$ cat src/rtl/spi_cmd_ctrl.sv
// Command decoder / sequencer behind the SPI byte slave.
// Parses one framed command stream per chip-select assertion and drives the
// control register file, the framebuffer write port and the read-back byte.
//
// state      | meaning
// -----------+------------------------------------------------------------
// S_IDLE     | waiting for a command byte
// S_REG_ADDR | WRITE_REG: next byte is the register address
// S_REG_DATA | WRITE_REG: next byte is the register data
// S_RD_ADDR  | READ_REG: next byte is the register address to stage on tx
// S_PIX_AH   | PIXEL_BURST: next byte is the high address byte
// S_PIX_AL   | PIXEL_BURST: next byte is the low address byte
// S_PIX_DATA | PIXEL_BURST: every byte is a pixel, address auto-increments
// S_DISCARD  | protocol error seen, swallow bytes until the frame ends
module spi_cmd_ctrl #(
    parameter int ADDR_W   = 16,
    parameter int FB_DEPTH = 19200,
    parameter int NUM_REGS = 8
) (
    input  logic                  clk,
    input  logic                  rst,
    input  logic                  rx_valid,
    input  logic [7:0]            rx_data,
    input  logic                  cs_n_sync,
    output logic [7:0]            tx_data,
    output logic                  fb_we,
    output logic [ADDR_W-1:0]     fb_addr,
    output logic [7:0]            fb_wdata,
    output logic [NUM_REGS*8-1:0] reg_out,
    output logic                  busy,
    output logic                  err
);

    localparam int                IDX_W      = (NUM_REGS > 1) ? $clog2(NUM_REGS) : 1;
    localparam logic [7:0]        NUM_REGS_B = 8'(NUM_REGS);
    localparam logic [31:0]       FB_DEPTH_W = 32'(FB_DEPTH);
    localparam logic [ADDR_W-1:0] FB_LAST    = ADDR_W'(FB_DEPTH - 1);
    localparam logic [ADDR_W-1:0] ADDR_ONE   = ADDR_W'(1);

    typedef enum logic [2:0] {
        S_IDLE,
        S_REG_ADDR,
        S_REG_DATA,
        S_RD_ADDR,
        S_PIX_AH,
        S_PIX_AL,
        S_PIX_DATA,
        S_DISCARD
    } state_t;

    state_t state, state_nxt;

    logic [7:0]        addr_q;
    logic [7:0]        hi_q;
    logic [7:0]        regs [NUM_REGS];
    logic [15:0]       pix_full;
    logic [ADDR_W-1:0] pix_addr;
    logic              pix_ok;
    logic [IDX_W-1:0]  wr_idx;
    logic [IDX_W-1:0]  rd_idx;

    logic cmd_bad, reg_wr, reg_bad, rd_hit, rd_bad, pix_load, pix_bad, pix_wr;

    // Start address is compared after truncation to the framebuffer width.
    assign pix_full = {hi_q, rx_data};
    assign pix_addr = pix_full[ADDR_W-1:0];
    assign pix_ok   = {{(32-ADDR_W){1'b0}}, pix_addr} < FB_DEPTH_W;
    assign wr_idx   = addr_q[IDX_W-1:0];
    assign rd_idx   = rx_data[IDX_W-1:0];

    for (genvar gi = 0; gi < NUM_REGS; gi++) begin : g_flat
        assign reg_out[8*gi +: 8] = regs[gi];
    end

    // State register.
    always_ff @(posedge clk) begin
        if (rst) state <= S_IDLE;
        else     state <= state_nxt;
    end

    // Next state: a received byte always wins over a frame end in the same cycle.
    always_comb begin
        state_nxt = state;
        if (rx_valid) begin
            case (state)
                S_IDLE: begin
                    case (rx_data)
                        8'h00:   state_nxt = S_IDLE;
                        8'h01:   state_nxt = S_REG_ADDR;
                        8'h02:   state_nxt = S_RD_ADDR;
                        8'h03:   state_nxt = S_PIX_AH;
                        default: state_nxt = S_DISCARD;
                    endcase
                end
                S_REG_ADDR: state_nxt = S_REG_DATA;
                S_REG_DATA: state_nxt = S_IDLE;
                S_RD_ADDR:  state_nxt = S_IDLE;
                S_PIX_AH:   state_nxt = S_PIX_AL;
                S_PIX_AL:   state_nxt = pix_ok ? S_PIX_DATA : S_DISCARD;
                S_PIX_DATA: state_nxt = S_PIX_DATA;
                S_DISCARD:  state_nxt = S_DISCARD;
                default:    state_nxt = S_IDLE;
            endcase
        end else if (cs_n_sync) begin
            state_nxt = S_IDLE;
        end
    end

    // Output decode: busy plus the per-byte actions consumed by the datapath.
    always_comb begin
        busy     = (state != S_IDLE);
        cmd_bad  = rx_valid && (state == S_IDLE) && (rx_data > 8'h03);
        reg_wr   = rx_valid && (state == S_REG_DATA) && (addr_q < NUM_REGS_B);
        reg_bad  = rx_valid && (state == S_REG_DATA) && (addr_q >= NUM_REGS_B);
        rd_hit   = rx_valid && (state == S_RD_ADDR) && (rx_data < NUM_REGS_B);
        rd_bad   = rx_valid && (state == S_RD_ADDR) && (rx_data >= NUM_REGS_B);
        pix_load = rx_valid && (state == S_PIX_AL) && pix_ok;
        pix_bad  = rx_valid && (state == S_PIX_AL) && !pix_ok;
        pix_wr   = rx_valid && (state == S_PIX_DATA);
    end

    // Datapath: registered outputs, one clock after the byte that caused them.
    always_ff @(posedge clk) begin
        if (rst) begin
            tx_data  <= 8'h00;
            fb_we    <= 1'b0;
            fb_addr  <= '0;
            fb_wdata <= 8'h00;
            err      <= 1'b0;
            addr_q   <= 8'h00;
            hi_q     <= 8'h00;
            for (int i = 0; i < NUM_REGS; i++) regs[i] <= 8'h00;
        end else begin
            err   <= cmd_bad | reg_bad | rd_bad | pix_bad;
            fb_we <= pix_wr;
            if (pix_wr) fb_wdata <= rx_data;
            // Advance the address the cycle after each write strobe.
            if (fb_we) fb_addr <= (fb_addr == FB_LAST) ? '0 : fb_addr + ADDR_ONE;
            if (pix_load) fb_addr <= pix_addr;
            if (rx_valid && state == S_REG_ADDR) addr_q <= rx_data;
            if (rx_valid && state == S_PIX_AH)   hi_q   <= rx_data;
            if (reg_wr) regs[wr_idx] <= rx_data;
            if (rd_hit) tx_data <= regs[rd_idx];
            if (rd_bad) tx_data <= 8'hFF;
        end
    end

endmodule

$ cat config.mk
export PLATFORM = sky130hd
export DESIGN_NAME = spi_cmd_ctrl
export DESIGN_NICKNAME = d
export VERILOG_FILES = /design/src/rtl/spi_cmd_ctrl.sv
export SDC_FILE = /design/constraint.sdc
export NUM_CORES = 1
export LEC_CHECK = 0
export ABC_AREA = 1
export CORE_ASPECT_RATIO = 0.7
export CORE_MARGIN = 5
export CORE_UTILIZATION = 52
export DETAILED_ROUTE_END_ITERATION = 12
export PLACE_DENSITY = 0.82
export SLEW_MARGIN = 20
export SYNTH_ARGS = -nofsm -noshare
export SYNTH_HDL_FRONTEND = slang
export SYNTH_SLANG_ARGS = --single-unit
$ cat constraint.sdc
create_clock -name clk -period 2.5 [get_ports clk]
set_clock_uncertainty 0.2 [all_clocks]
set_input_delay 0.25 -clock clk [delete_from_list [all_inputs] [get_ports clk]]
set_output_delay 0.25 -clock clk [all_outputs]
set_load 0.01 [all_outputs]
# --- After elaboration in Yosys (flattened, before gate mapping) ---
# Memory sizes are Yosys's and may differ from the RTL's.
# Index checks and enable logic that the tools add are counted.
# Widths: inputs -> output; s select.
classes:
  n_addsub: 1
  order_cmp: 6
  n_eq_ne: 11
  muxes: 18
  n_bitwise: 3
  n_reduce_logical: 23
op_table:
  columns: ["op", "n"]
  rows:
  - ["$mux 16", 3]
  - ["$mux 8", 3]
  - ["$pmux 3 s7", 1]
  - ["$add 16x1->16 const B", 1]
  - ["$eq 16x15->1 const B", 1]
  - ["$eq 8x2->1 const B", 2]
  - ["$ge 8x4->1 const B", 2]
  - ["$lt 16x15->1 const B", 1]
  - ["$lt 8x4->1 const B", 2]
  - ["$logic_and 1x1->1", 14]
  - ["$eq 3x3->1 const B", 4]
  - ["$pmux 3 s4", 1]
  - ["$mux 3", 3]
  - ["$eq 8x1->1 const B", 1]
  - ["$gt 8x2->1 const B", 1]
  - ["$logic_not 8->1", 1]
  - ["$reduce_or 8->1", 1]
  - ["$mux 1", 7]
  - ["$eq 3x2->1 const B", 2]
  - ["$reduce_bool 2->1", 3]
  - ["$eq 3x1->1 const B", 1]
  - ["$logic_not 3->1", 1]
  - ["$or 1x1->1", 3]
  - ["$reduce_bool 3->1", 1]
  - ["2 further kinds", 2]
totals:
  ff_bits: 53
  ramBits: 64
  input_bits: 12
  output_inout_bits: 99
  word_cells: 71
  memories: 1
memory_table:
  columns: ["name", "depth", "word_bits", "rd", "rd_ports_with_merged_regs", "write_ports", "line_no", "source"]
  rows:
  - ["regs", 8, 8, 9, 0, 8, "55", "logic [7:0] regs [NUM_REGS];"]

# --- Depth between registers and ports, before layout ---
logic_depth:
  word_depth: 8
  ltp_mapped: 11
  mapped_depth_nobuf: 10

# --- Worst setup path after synthesis ---
# No wires, ideal clock.
synth_timing:
  path_type: "reg2reg"
  startpoint: "register state[0]"
  endpoint: "memory regs[6][0], enable pin"
  setup_ps: 329
  arrival_ps: 1426
  t_required_ps: 1971
  slack_ps: 545
  path_stages_with_launch: 8
  path_buffers: 0
  period_less_slack_ps: 1955
  cell_sequence: "dfxtp_1 -> inv_1 -> nand2_1 -> nor2_4 -> nand4_4 -> nor2_8 -> nand2_4 -> nand2_1"
synth_rtl:
  columns: ["element", "line_no", "source"]
  rows:
  - ["start, declared", "51", "state_t state, state_nxt;"]
  - ["start signal, assigned", "78", "else state <= state_nxt;"]
  - ["end, declared", "55", null]

# --- Worst setup path in the final report ---
layout_timing:
  startpoint: "register state[0]"
  endpoint: "output port busy"
layout_between:
  elab_chain_cells: 1
layout_rtl:
  columns: ["element", "line_no", "source"]
  rows:
  - ["$reduce_bool 3->1", "111", "busy = (state != S_IDLE);"]
  - ["end, declared", "30", "output logic busy,"]
# No other way between the ends.

==> summary.md <==
| Metric | Value |
|---|---|
| Diode count | `0` |
| Drt drc | `0` |
| Synth Register Bits | `around 120` |
| Post-CTS sizing | `0` |
| CTS Buf Count | `17` |
| Clock sinks | `between 100 and 150` |
| Critical path required time | `just over 2 ns` |
| Global route overflow | `0` |
| Crit path launch | `state[0]` |
| Critical Path AT | `roughly 1.9 ns` |
| Setup tns final | `0 ns` |
| Largest net degree at the start of global routing | `35` |
| Metal1 wirelength | `roughly 8 mm` |
| Top cell by count, worst path | `inv_1` |
| Max_cap viols | `0` |
| Achievable clock frequency | `about 430 MHz` |
| CP max-delay cell | `clkdlybuf4s50_1` |
| Initial core utilization | `a little over half` |
| Crit share post-route | `93.95%` |
| Syn_nets | `~740` |
| Final net count | `between 800 and 900` |
| Pwr Total | `around 5.0 mW` |
| Vias/cell | `5.702` |
| Slowest stage delay, CP | `~0.48 ns` |
| Fillers | `~860` |
| Tmin final | `between 2 and 2.5 ns` |
| Root Buffer | `clkbuf_16` |
| Global Route Usage Sum | `28.46%` |
| Min-delay src | `fb_wdata[7]` |
| Clock Power Share | `a little under half` |
| Pleak | `between 3 and 4 nW` |
| Commonest non-fill, non-tap cell in the layout | `nand2_1` |
| Netlist cell types | `31` |
| Crit path buf inv count | `3` |
| Cts hold-fix bufs | `0` |
| Avg WL per Cell | `roughly 19 um` |
| Num rows | `32` |
| Register area | `~3000 sq um` |
| Vias in the first global route | `~5300` |
| Critical path class | `reg -> out` |
| Syn. warnings | `0` |
| CTS tree | `done` |
| Area of the multi-input gates | `roughly 2400 sq um` |
| Clock-pin slew on the worst setup and hold paths | `0.06 ns` |
| Sequential share of power | `43.4%` |
| Top Metal Used | `met4` |
| Post-CTS setup buffers | `0` |
| Cell Int Power | `approximately 3.7 mW` |
| Die ar. | `13230 sq um` |
| Endpoints failing hold | `0` |
| Slew headroom | `a little under three fifths` |
| Core area | `roughly 11000 sq um` |
| Chip Height | `just under 100 um` |
| Gp weighted congestion | `~0.96` |
| Post-synthesis cell area | `roughly 5700 sq um` |
| Synthesized instance count | `a little over 700` |
| Status | `completed` |
| Max FO, Critical Path | `4` |
| DP HPWL | `between 10 and 15 mm` |
| Initial antenna violation count | `0` |
| Logic pwr share | `9.2%` |
| R2r startpoint | `state[0]` |
| Share of layout cells above drive strength 1 | `10.30%` |
| Cell breakdown of the critical path | `inv_1, nand2_1, nor2_1, inv_1, clkdlybuf4s50_1` |
| RSZ-0062 raised after global routing | `no` |
| Met3 WL | `2.524 mm` |
| Final setup fails | `0` |
| Avg Cell Area, Syn | `between 7 and 8 sq um` |
| NetSw | `1.303 mW` |
| Number of port buffers | `110` |
| Sw Share | `a little over a quarter` |
| Max VDD drop | `between 0.5 and 0.6 mV` |
| H-tree levels | `4` |
| Metal2 WL | `between 8 and 9 mm` |
| DR vias | `roughly 5700` |
| Cell family with most CP delay | `buffers and inverters` |
| Sequential share of the synthesized area | `between 50% and 60%` |
| Total routed wirelength | `~19 mm` |
| Actual slew at the worst max-slew pin | `about 0.64 ns` |
| CP Capture Type | `output port` |
| Clock Latency Late Sink | `between 0.4 and 0.5 ns` |
| Startpoint types | `register` |
| First-pass GRT wire length | `slightly below 30 mm` |
| Worst hold path class | `reg -> reg` |
| TritonRoute pass-1 iters | `6` |
| Die width | `~140 um` |
| Post-detailed-route count of antenna-violating nets | `0` |
| Number of I/O pins | `approximately 110` |
| Slew Limit Fails | `0` |
| Initial DRC count | `817` |
| Area Growth Syn to Fin | `33.15%` |
| Commonest cells after routing, fill and taps aside | `171 x nand2_1, 145 x nor2_1, 110 x clkdlybuf4s50_1` |
| Clk buf depth | `2` |
| PD cells | `between 600 and 700 nW/um^2` |
-- sequential cells by signal, indices dropped and copies added (netlist names) --
signal	cells
tx_data	8
addr_q	8
fb_we	1
hi_q	8
fb_addr	16
fb_wdata	8
regs	64
err	1
state	3
-- synthesized netlist by cell type (all sizes together) --
cell type	number	share of area, %
a21oi	49	4.4
buf	14	1.2
clkbuf	20	1.3
clkinv	2	0.13
dfxtp	53	19
edfxtp	64	34
ha	1	0.22
inv	53	3.5
nand2	179	13
nand3	62	5.7
nand3b	1	0.13
nand4	5	0.81
nor2	158	12
nor3	4	0.44
nor4	1	0.37
o211ai	1	0.13
o21ai	49	4.3
o21bai	1	0.13
xor2	5	0.77
-- metal layers --
metal	vias up	track usage, %
met5	-	0
li1	2597	-
met2	416	39.98
met1	2688	42.73
met3	41	9.938
met4	0	5.732
-- area by class of cell --
| cell class | instances | area share, % |
|---|---|---|
| sequential | 117 | 39.15 |
| timing repair buffer | 134 | 16.82 |
| clock inverter | 15 | 1.872 |
| inverter | 55 | 2.710 |
| tap | 153 | 2.513 |
| clock buffer | 17 | 5.584 |
| multi-input combinational | 516 | 31.35 |
-- power groups by stage --
stage	Sequential, mW	Combinational (mW)	Clock [mW]
5_1_grt	2.16	0.486	2.46
2_1_floorplan	2.19	0.213	0
4_1_cts	2.15	0.447	2.36
3_5_place_dp	2.19	0.442	0
3_3_place_gp	2.19	0.431	0
6_report	2.15	0.454	2.35
-- metrics by stage --
stage	instances	setup WS [ns]	cell area [sq um]	hold WS, ns	util (%)
global route	1007	0.03894	7619	0.3687	69.96
global placement	975	0.1395	7051	0.3152	64.74
CTS	1007	0.1784	7619	0.3421	69.96
floorplan	722	0.5447	5722	0.1927	-
finish	1007	0.1513	7619	0.3427	69.96
detailed placement	975	0.03393	7051	0.3307	64.74
-- path summary, 6_finish.rpt --
check / slack [ns] / cells after the start / end
worst max register to register: 0.34 / 7 / regs[2][2]
worst min register to register: 0.34 / 2 / fb_wdata[7]
worst max-delay path: 0.15 / 5 / busy
worst min-delay path: 0.34 / 2 / fb_wdata[7]
-- worst reg2reg max path: stages (launching register included) --
cell and delay [ns]:
dfxtp_1 0.35, inv_1 0.17, nand2_1 0.15, nor2_4 0.16, nand4_4 0.16, nor2_8 0.22
nand2_4 0.12, nand2_1 0.30
-- cell families (layout without fill, tap and decap cells) --
kind of cell	count (synthesis)	count (layout)	share of synthesized area [%]
adders and majority gates	1	1	0.2186
buffers and inverters	89	221	6.123
xor gates and xnor gates	5	5	0.7653
DFF	117	117	52.13
and+or+nand+nor	410	410	31.86
AOI/OAI and AO/OA	100	100	8.900
Power figures use the tool's default switching activity.
